[config.mk]
export PLATFORM = sky130hd
export DESIGN_NAME = multicycle_control
export DESIGN_NICKNAME = d
export VERILOG_FILES = /design/src/rtl/multicycle_control.sv
export SDC_FILE = /design/constraint.sdc
export NUM_CORES = 1
export LEC_CHECK = 0
export ABC_AREA = 1
export CAP_MARGIN = 20
export CORE_AREA = 10 10 92 94
export CTS_CLUSTER_DIAMETER = 200
export DETAILED_ROUTE_END_ITERATION = 12
export DIE_AREA = 0 0 102 104
export PLACE_DENSITY = 0.86
export REMOVE_ABC_BUFFERS = 1
export SKIP_LAST_GASP = 1
export SYNTH_ARGS = -nofsm -noshare
export SYNTH_HDL_FRONTEND = slang
export SYNTH_SLANG_ARGS = --single-unit
[constraint.sdc]
create_clock -name clk -period 1.8 [get_ports clk]
set_input_delay 0.27 -clock clk [delete_from_list [all_inputs] [get_ports clk]]
set_output_delay 0.27 -clock clk [all_outputs]
set_load 0.05 [all_outputs]
[src/rtl/multicycle_control.sv]
// Multicycle MIPS main control FSM with memory wait handshake, timeout/illegal traps and retire counter.
// Defining MULTICYCLE_JAL_EN adds jal (opcode 000011) through the JUMP state, writing PC to $31.
module multicycle_control #(
    parameter int MEM_TIMEOUT = 16,
    parameter int CNT_W       = 32
) (
    input  logic             clk,
    input  logic             reset,
    input  logic [5:0]       opcode,
    input  logic             mem_ready,
    output logic             pcwrite,
    output logic             pcwritecond,
    output logic             iord,
    output logic             memread,
    output logic             memwrite,
    output logic             irwrite,
    output logic             regwrite,
    output logic             alusrca,
    output logic             rtype,
    output logic             invertzero,
    output logic             zeroext,
    output logic [1:0]       regdst,
    output logic [1:0]       memtoreg,
    output logic [1:0]       alusrcb,
    output logic [1:0]       pcsource,
    output logic [3:0]       aluop,
    output logic [3:0]       state,
    output logic             illegal,
    output logic             timeout,
    output logic [CNT_W-1:0] instret
);

    typedef enum logic [3:0] {
        S_FETCH = 4'd0, S_DECODE = 4'd1, S_MEMADR = 4'd2, S_MEMRD = 4'd3,
        S_MEMWB = 4'd4, S_MEMWR = 4'd5, S_RTEXEC = 4'd6, S_RTWB = 4'd7,
        S_BRANCH = 4'd8, S_JUMP = 4'd9, S_IMMEXEC = 4'd10, S_IMMWB = 4'd11,
        S_TRAP = 4'd15
    } state_t;

    typedef struct packed {
        logic       pcwrite, pcwritecond, iord, memread, memwrite, irwrite;
        logic       regwrite, alusrca, rtype, invertzero, zeroext;
        logic [1:0] regdst, memtoreg, alusrcb, pcsource;
        logic [3:0] aluop;
    } ctrl_t;

    localparam logic [5:0] OP_RTYPE = 6'b000000, OP_LW   = 6'b100011, OP_SW = 6'b101011;
    localparam logic [5:0] OP_BEQ   = 6'b000100, OP_BNE  = 6'b000101, OP_J  = 6'b000010;
    localparam logic [5:0] OP_ADDI  = 6'b001000, OP_ADDIU = 6'b001001, OP_ORI = 6'b001101;
    localparam logic [5:0] OP_JAL   = 6'b000011;
    localparam int WAIT_W = (MEM_TIMEOUT > 1) ? $clog2(MEM_TIMEOUT) : 1;

    state_t              cur_state, next_state;
    ctrl_t               ctrl_q;
    logic [WAIT_W-1:0]   wait_cnt;
    logic                waiting, limit_hit, trap_illegal, trap_timeout, retire;

    function automatic ctrl_t decode(input state_t st, input logic [5:0] op);
        ctrl_t c;
        c       = '0;
        c.aluop = 4'b0010;
        case (st)
            S_FETCH:   begin c.memread = 1'b1; c.alusrcb = 2'b01; end
            S_DECODE:  c.alusrcb = 2'b11;
            S_MEMADR:  begin c.alusrca = 1'b1; c.alusrcb = 2'b10; end
            S_MEMRD:   begin c.memread = 1'b1; c.iord = 1'b1; end
            S_MEMWB:   begin c.regwrite = 1'b1; c.memtoreg = 2'b01; end
            S_MEMWR:   begin c.memwrite = 1'b1; c.iord = 1'b1; end
            S_RTEXEC:  begin c.alusrca = 1'b1; c.rtype = 1'b1; end
            S_RTWB:    begin c.regwrite = 1'b1; c.regdst = 2'b01; end
            S_BRANCH: begin
                c.alusrca     = 1'b1;
                c.aluop       = 4'b0110;
                c.pcwritecond = 1'b1;
                c.pcsource    = 2'b01;
                c.invertzero  = (op == OP_BNE);
            end
            S_JUMP: begin
                c.pcwrite  = 1'b1;
                c.pcsource = 2'b10;
`ifdef MULTICYCLE_JAL_EN
                if (op == OP_JAL) begin
                    c.regwrite = 1'b1;
                    c.regdst   = 2'b10;
                    c.memtoreg = 2'b10;
                end
`endif
            end
            S_IMMEXEC: begin
                c.alusrca = 1'b1;
                c.alusrcb = 2'b10;
                if (op == OP_ORI) begin
                    c.aluop   = 4'b0001;
                    c.zeroext = 1'b1;
                end
            end
            S_IMMWB:   c.regwrite = 1'b1;
            default:   ;
        endcase
        return c;
    endfunction

    assign waiting   = (cur_state == S_FETCH || cur_state == S_MEMRD || cur_state == S_MEMWR) && !mem_ready;
    assign limit_hit = (MEM_TIMEOUT != 0) && (int'(wait_cnt) == MEM_TIMEOUT - 1);

    // NOTE: every variable in this block gets a default first, so no latch can be inferred.
    always_comb begin
        next_state   = cur_state;
        trap_illegal = 1'b0;
        trap_timeout = 1'b0;
        retire       = 1'b0;
        case (cur_state)
            S_FETCH, S_MEMRD, S_MEMWR: begin
                if (mem_ready) begin
                    case (cur_state)
                        S_FETCH: next_state = S_DECODE;
                        S_MEMRD: next_state = S_MEMWB;
                        default: begin next_state = S_FETCH; retire = 1'b1; end
                    endcase
                end else if (limit_hit) begin
                    next_state   = S_TRAP;
                    trap_timeout = 1'b1;
                end
            end
            S_DECODE: begin
                case (opcode)
                    OP_RTYPE:                   next_state = S_RTEXEC;
                    OP_LW, OP_SW:               next_state = S_MEMADR;
                    OP_BEQ, OP_BNE:             next_state = S_BRANCH;
                    OP_J:                       next_state = S_JUMP;
`ifdef MULTICYCLE_JAL_EN
                    OP_JAL:                     next_state = S_JUMP;
`endif
                    OP_ADDI, OP_ADDIU, OP_ORI:  next_state = S_IMMEXEC;
                    default: begin next_state = S_TRAP; trap_illegal = 1'b1; end
                endcase
            end
            S_MEMADR:  next_state = (opcode == OP_SW) ? S_MEMWR : S_MEMRD;
            S_RTEXEC:  next_state = S_RTWB;
            S_IMMEXEC: next_state = S_IMMWB;
            S_MEMWB, S_RTWB, S_BRANCH, S_JUMP, S_IMMWB: begin
                next_state = S_FETCH;
                retire     = 1'b1;
            end
            default:   next_state = S_TRAP;
        endcase
    end

    // NOTE: outputs are decoded from next_state and registered here, so each state's controls are glitch-free from its first cycle.
    always_ff @(posedge clk) begin
        if (reset) begin
            cur_state <= S_FETCH;
            ctrl_q    <= decode(S_FETCH, opcode);
            wait_cnt  <= '0;
            illegal   <= 1'b0;
            timeout   <= 1'b0;
            instret   <= '0;
        end else begin
            cur_state <= next_state;
            ctrl_q    <= decode(next_state, opcode);
            wait_cnt  <= (waiting && next_state == cur_state) ? wait_cnt + 1'b1 : '0;
            if (trap_illegal) illegal <= 1'b1;
            if (trap_timeout) timeout <= 1'b1;
            if (retire)       instret <= instret + 1'b1;
        end
    end

    // Write strobes are gated by reset so nothing is written while reset is held.
    assign pcwrite     = !reset && (ctrl_q.pcwrite || (cur_state == S_FETCH && mem_ready));
    assign irwrite     = !reset && cur_state == S_FETCH && mem_ready;
    assign pcwritecond = !reset && ctrl_q.pcwritecond;
    assign regwrite    = !reset && ctrl_q.regwrite;
    assign memwrite    = !reset && ctrl_q.memwrite;
    assign memread     = !reset && ctrl_q.memread;
    assign iord        = ctrl_q.iord;
    assign alusrca     = ctrl_q.alusrca;
    assign rtype       = ctrl_q.rtype;
    assign invertzero  = ctrl_q.invertzero;
    assign zeroext     = ctrl_q.zeroext;
    assign regdst      = ctrl_q.regdst;
    assign memtoreg    = ctrl_q.memtoreg;
    assign alusrcb     = ctrl_q.alusrcb;
    assign pcsource    = ctrl_q.pcsource;
    assign aluop       = ctrl_q.aluop;
    assign state       = cur_state;

endmodule

==> metrics.csv <==
stage,metric,value,unit
logic_synthesis,synth_area,0.003366,mm^2
worst_hold_path,hold_path_class,register to register,
drt,drcViolationCount,0,
drt,via_per_inst,5.217,
sta,hold_violations,0,
setup_path,crit_chain,clkdlybuf4s50_1,
sta,setup_ws,0.05638,ns
sta,fmax,573.5,MHz
pwr,internal_power,3413,uW
global_route,grt_pass1_vias,3446,
drt,drt-total-wl,9739,um
sta,post-route-period-util,0.9687,
logic_synthesis,yosys-top-cells-count,"140 x nand2_1, 69 x nor2_1, 60 x dfxtp_1",
drt,drt_iter0_drc,168,
die,fp.dieH,104,um
pwr,comb_power_share,0.470,
die,dieArea,0.01061,mm^2
logic_synthesis,async_reset_ff_frac,0,
sta,setup_violations,0,
die,start_util,0.5037,
drt,vias,3558,
clocking,clock-sinks,60,
worst_hold_path,min_from,timeout$_SDFFE_PP0P_,
logic_synthesis,ys_ff_latch,60,
logic_synthesis,yosys_warnings,0,
global_route,antenna_found_initial,0,
logic_synthesis,synth_top_area_cell,dfxtp_1,
clocking,clockBufferDepth,2,
flow_run,maxCapViolCount,0,
clocking,cts-root-buf,clkbuf_8,
pwr,total_power,5879,uW
drt,wl_per_cell,14.28,um
sta,min_period,1.744,ns
place,portBuffers,66,
clocking,h-tree-depth,3,
setup_path,path_buf_inv,1,
sta,fin_skew,0.007759,ns
global_route,grt_max_degree,27,
cells_and_area,drive_gt1_frac,0.2110,
drt,antenna_left,0,
global_route,grtUsageTotal,0.1804,
pwr,p_seq_frac,0.271,
setup_path,critical_path.max_fanout,1,
clocking,clk_latency,0.34,ns
cells_and_area,fin_nets,608,
setup_path,crit_path_start_kind,register,
cells_and_area,synthToLayoutAreaGrowth,32.01,%
logic_synthesis,synth_edf_count,0,
die,ios,70,
logic_synthesis,synth_cell_types,36,
clocking,cts_made_buffers,9,
setup_path,cp_slowest_cell,clkdlybuf4s50_1,
sta,slew_headroom,0.6436,
drt,firstDrtPassIters,6,
pwr,p_switching,2466,uW
sta,fin_tns_setup,0,ns
setup_path,reg2reg_from,state[3]$_SDFF_PP0_,
status,outcome,completed,
pwr,swShare,0.4194,
logic_synthesis,synth.area.top_cells,"dfxtp_1 36%, nand2_1 16%, nor2_1 7.7%",
logic_synthesis,synth.most_common_cell,nand2_1,
logic_synthesis,synth_seq_area_share,0.3569,
sta,timing.hold.ws,0.4616,ns
setup_path,reg2reg_setup_slack,0.13,ns
pwr,p_leak,0.002019,uW
global_route,grt_pass1_wl,15720,um
cells_and_area,antenna_cells,0,
setup_path,critical-path-top-delay-family,buffers and inverters,
setup_path,crit_start,alusrcb[1]$_SDFF_PP0_,
logic_synthesis,postSynthAreaPerCell,6.561,um^2
die,core_area,0.006681,mm^2
die,die_x,102,um
sta,rsz0062_at_grt,yes,
sta,worstMarginPinSlew,0.5337,ns
pwr,ir_drop,0.0009411,V
place,post-place-ws,-0.1558,ns
setup_path,critPathKind,register to primary output,
pwr,power-per-cell-area,1323,mW/mm^2
logic_synthesis,synth_top_area_frac,0.3569,
pwr,clockPowerShare,0.259,
clocking,cts_tree,done,
setup_path,end_kind,primary output,
sta,slew_violations,0,
setup_path,cp.arrival,1.47,ns
clocking,path_clk_slew,0.06,ns
die,num_rows,30,
logic_synthesis,synthFlopType,dfxtp_1,
place,gp_congestion,0.9731,
setup_path,slowest_delay,0.82,ns
logic_synthesis,netlist_instances,513,
global_route,gr-total-overflow,0,
setup_path,required,1.53,ns
place,dp_hpwl,7372,um
==> repair_timing <==
item / 4_1_cts / 5_1_grt
hold buffers: 0 / 0
resized for setup: 2 / 13
setup endpoints to repair: 2 / 36
pin swaps: 2 / 1
buffers inserted: 1 / 1
==> flip-flops by register name, indices dropped and copies added (netlist names) <==
register	cells
rtype	1
aluop	3
iord	1
timeout	1
zeroext	1
alusrca	1
regdst	1
state	4
illegal	1
alusrcb	2
memtoreg	1
ctrl_q	5
wait_cnt	4
invertzero	1
pcsource	1
instret	32
==> metrics by stage <==
step | utilization | instance area (um^2) | instances
floorplan | - | 3217 | 491
global placement | 0.6200 | 4143 | 664
detailed placement | 0.6200 | 4143 | 664
CTS | 0.6594 | 4405 | 681
global route | 0.6650 | 4443 | 682
finish | 0.6650 | 4443 | 682
==> layer usage <==
| layer | up-vias | share of wire | track usage |
|---|---|---|---|
| met5 | - | 0 | 0 |
| met4 | 0 | 0.028 | 0.07157 |
| met3 | 32 | 0.093 | 0.07641 |
| met2 | 140 | 0.50 | 0.3114 |
| met1 | 1615 | 0.38 | 0.1853 |
| li1 | 1771 | - | - |
==> cell families (layout without fill, tap and decap cells) <==
family | count (synthesis) | after routing | synth area share
AND/OR/NAND/NOR | 292 | 292 | 0.3862
XOR/XNOR | 20 | 20 | 0.05204
adder cells (fa/ha/maj) | 2 | 2 | 0.007434
other | 1 | 3 | 0.001114
AO/OA/AOI/OAI | 52 | 52 | 0.08067
flip-flops | 60 | 60 | 0.3569
buffers and inverters | 86 | 173 | 0.1156
==> final timing paths <==
| path | to | depth (start not counted) |
|---|---|---|
| min reg2reg | timeout$_SDFFE_PP0P_ | 2 |
| max | alusrcb[1] | 1 |
| max reg2reg | invertzero$_SDFF_PP0_ | 11 |
| min | timeout$_SDFFE_PP0P_ | 2 |
==> area by class of cell <==
cell class	instances	area, um^2
repair buffers	95	845.8
flip-flops and latches	60	1204
clock inverters	4	95.09
well taps	80	100.1
clock buffers	12	155.1
multi-input cells	369	1810
inverters	62	232.7
fillers	587	2238
==> cells in the final DEF, fill, tap and decap left out, drive strengths merged <==
cell type / n
nand2: 145
nor2: 82
buf: 74
inv: 61
dfxtp: 60
a21oi: 36
nand3: 25
nor3: 22
clkdlybuf4s50: 19
xor2: 16
o21ai: 13
clkbuf: 12
nand4: 10
xnor2: 4
and3: 4
conb: 3
bufinv: 3
nand3b: 3
dlymetal6s2s: 2
clkinv: 2
ha: 2
a21boi: 1
nor4: 1
o21a: 1
o21bai: 1
==> power by group through the flow <==
stage / registers (uW) / clock network (uW) / logic, uW
global placement: 1610 / 0 / 2570
floorplan: 2040 / 0 / 1260
finish: 1590 / 1520 / 2760
detailed placement: 1620 / 0 / 2630
CTS: 1590 / 1550 / 2680
global route: 1610 / 1610 / 2960
Power figures use the tool's default switching activity.
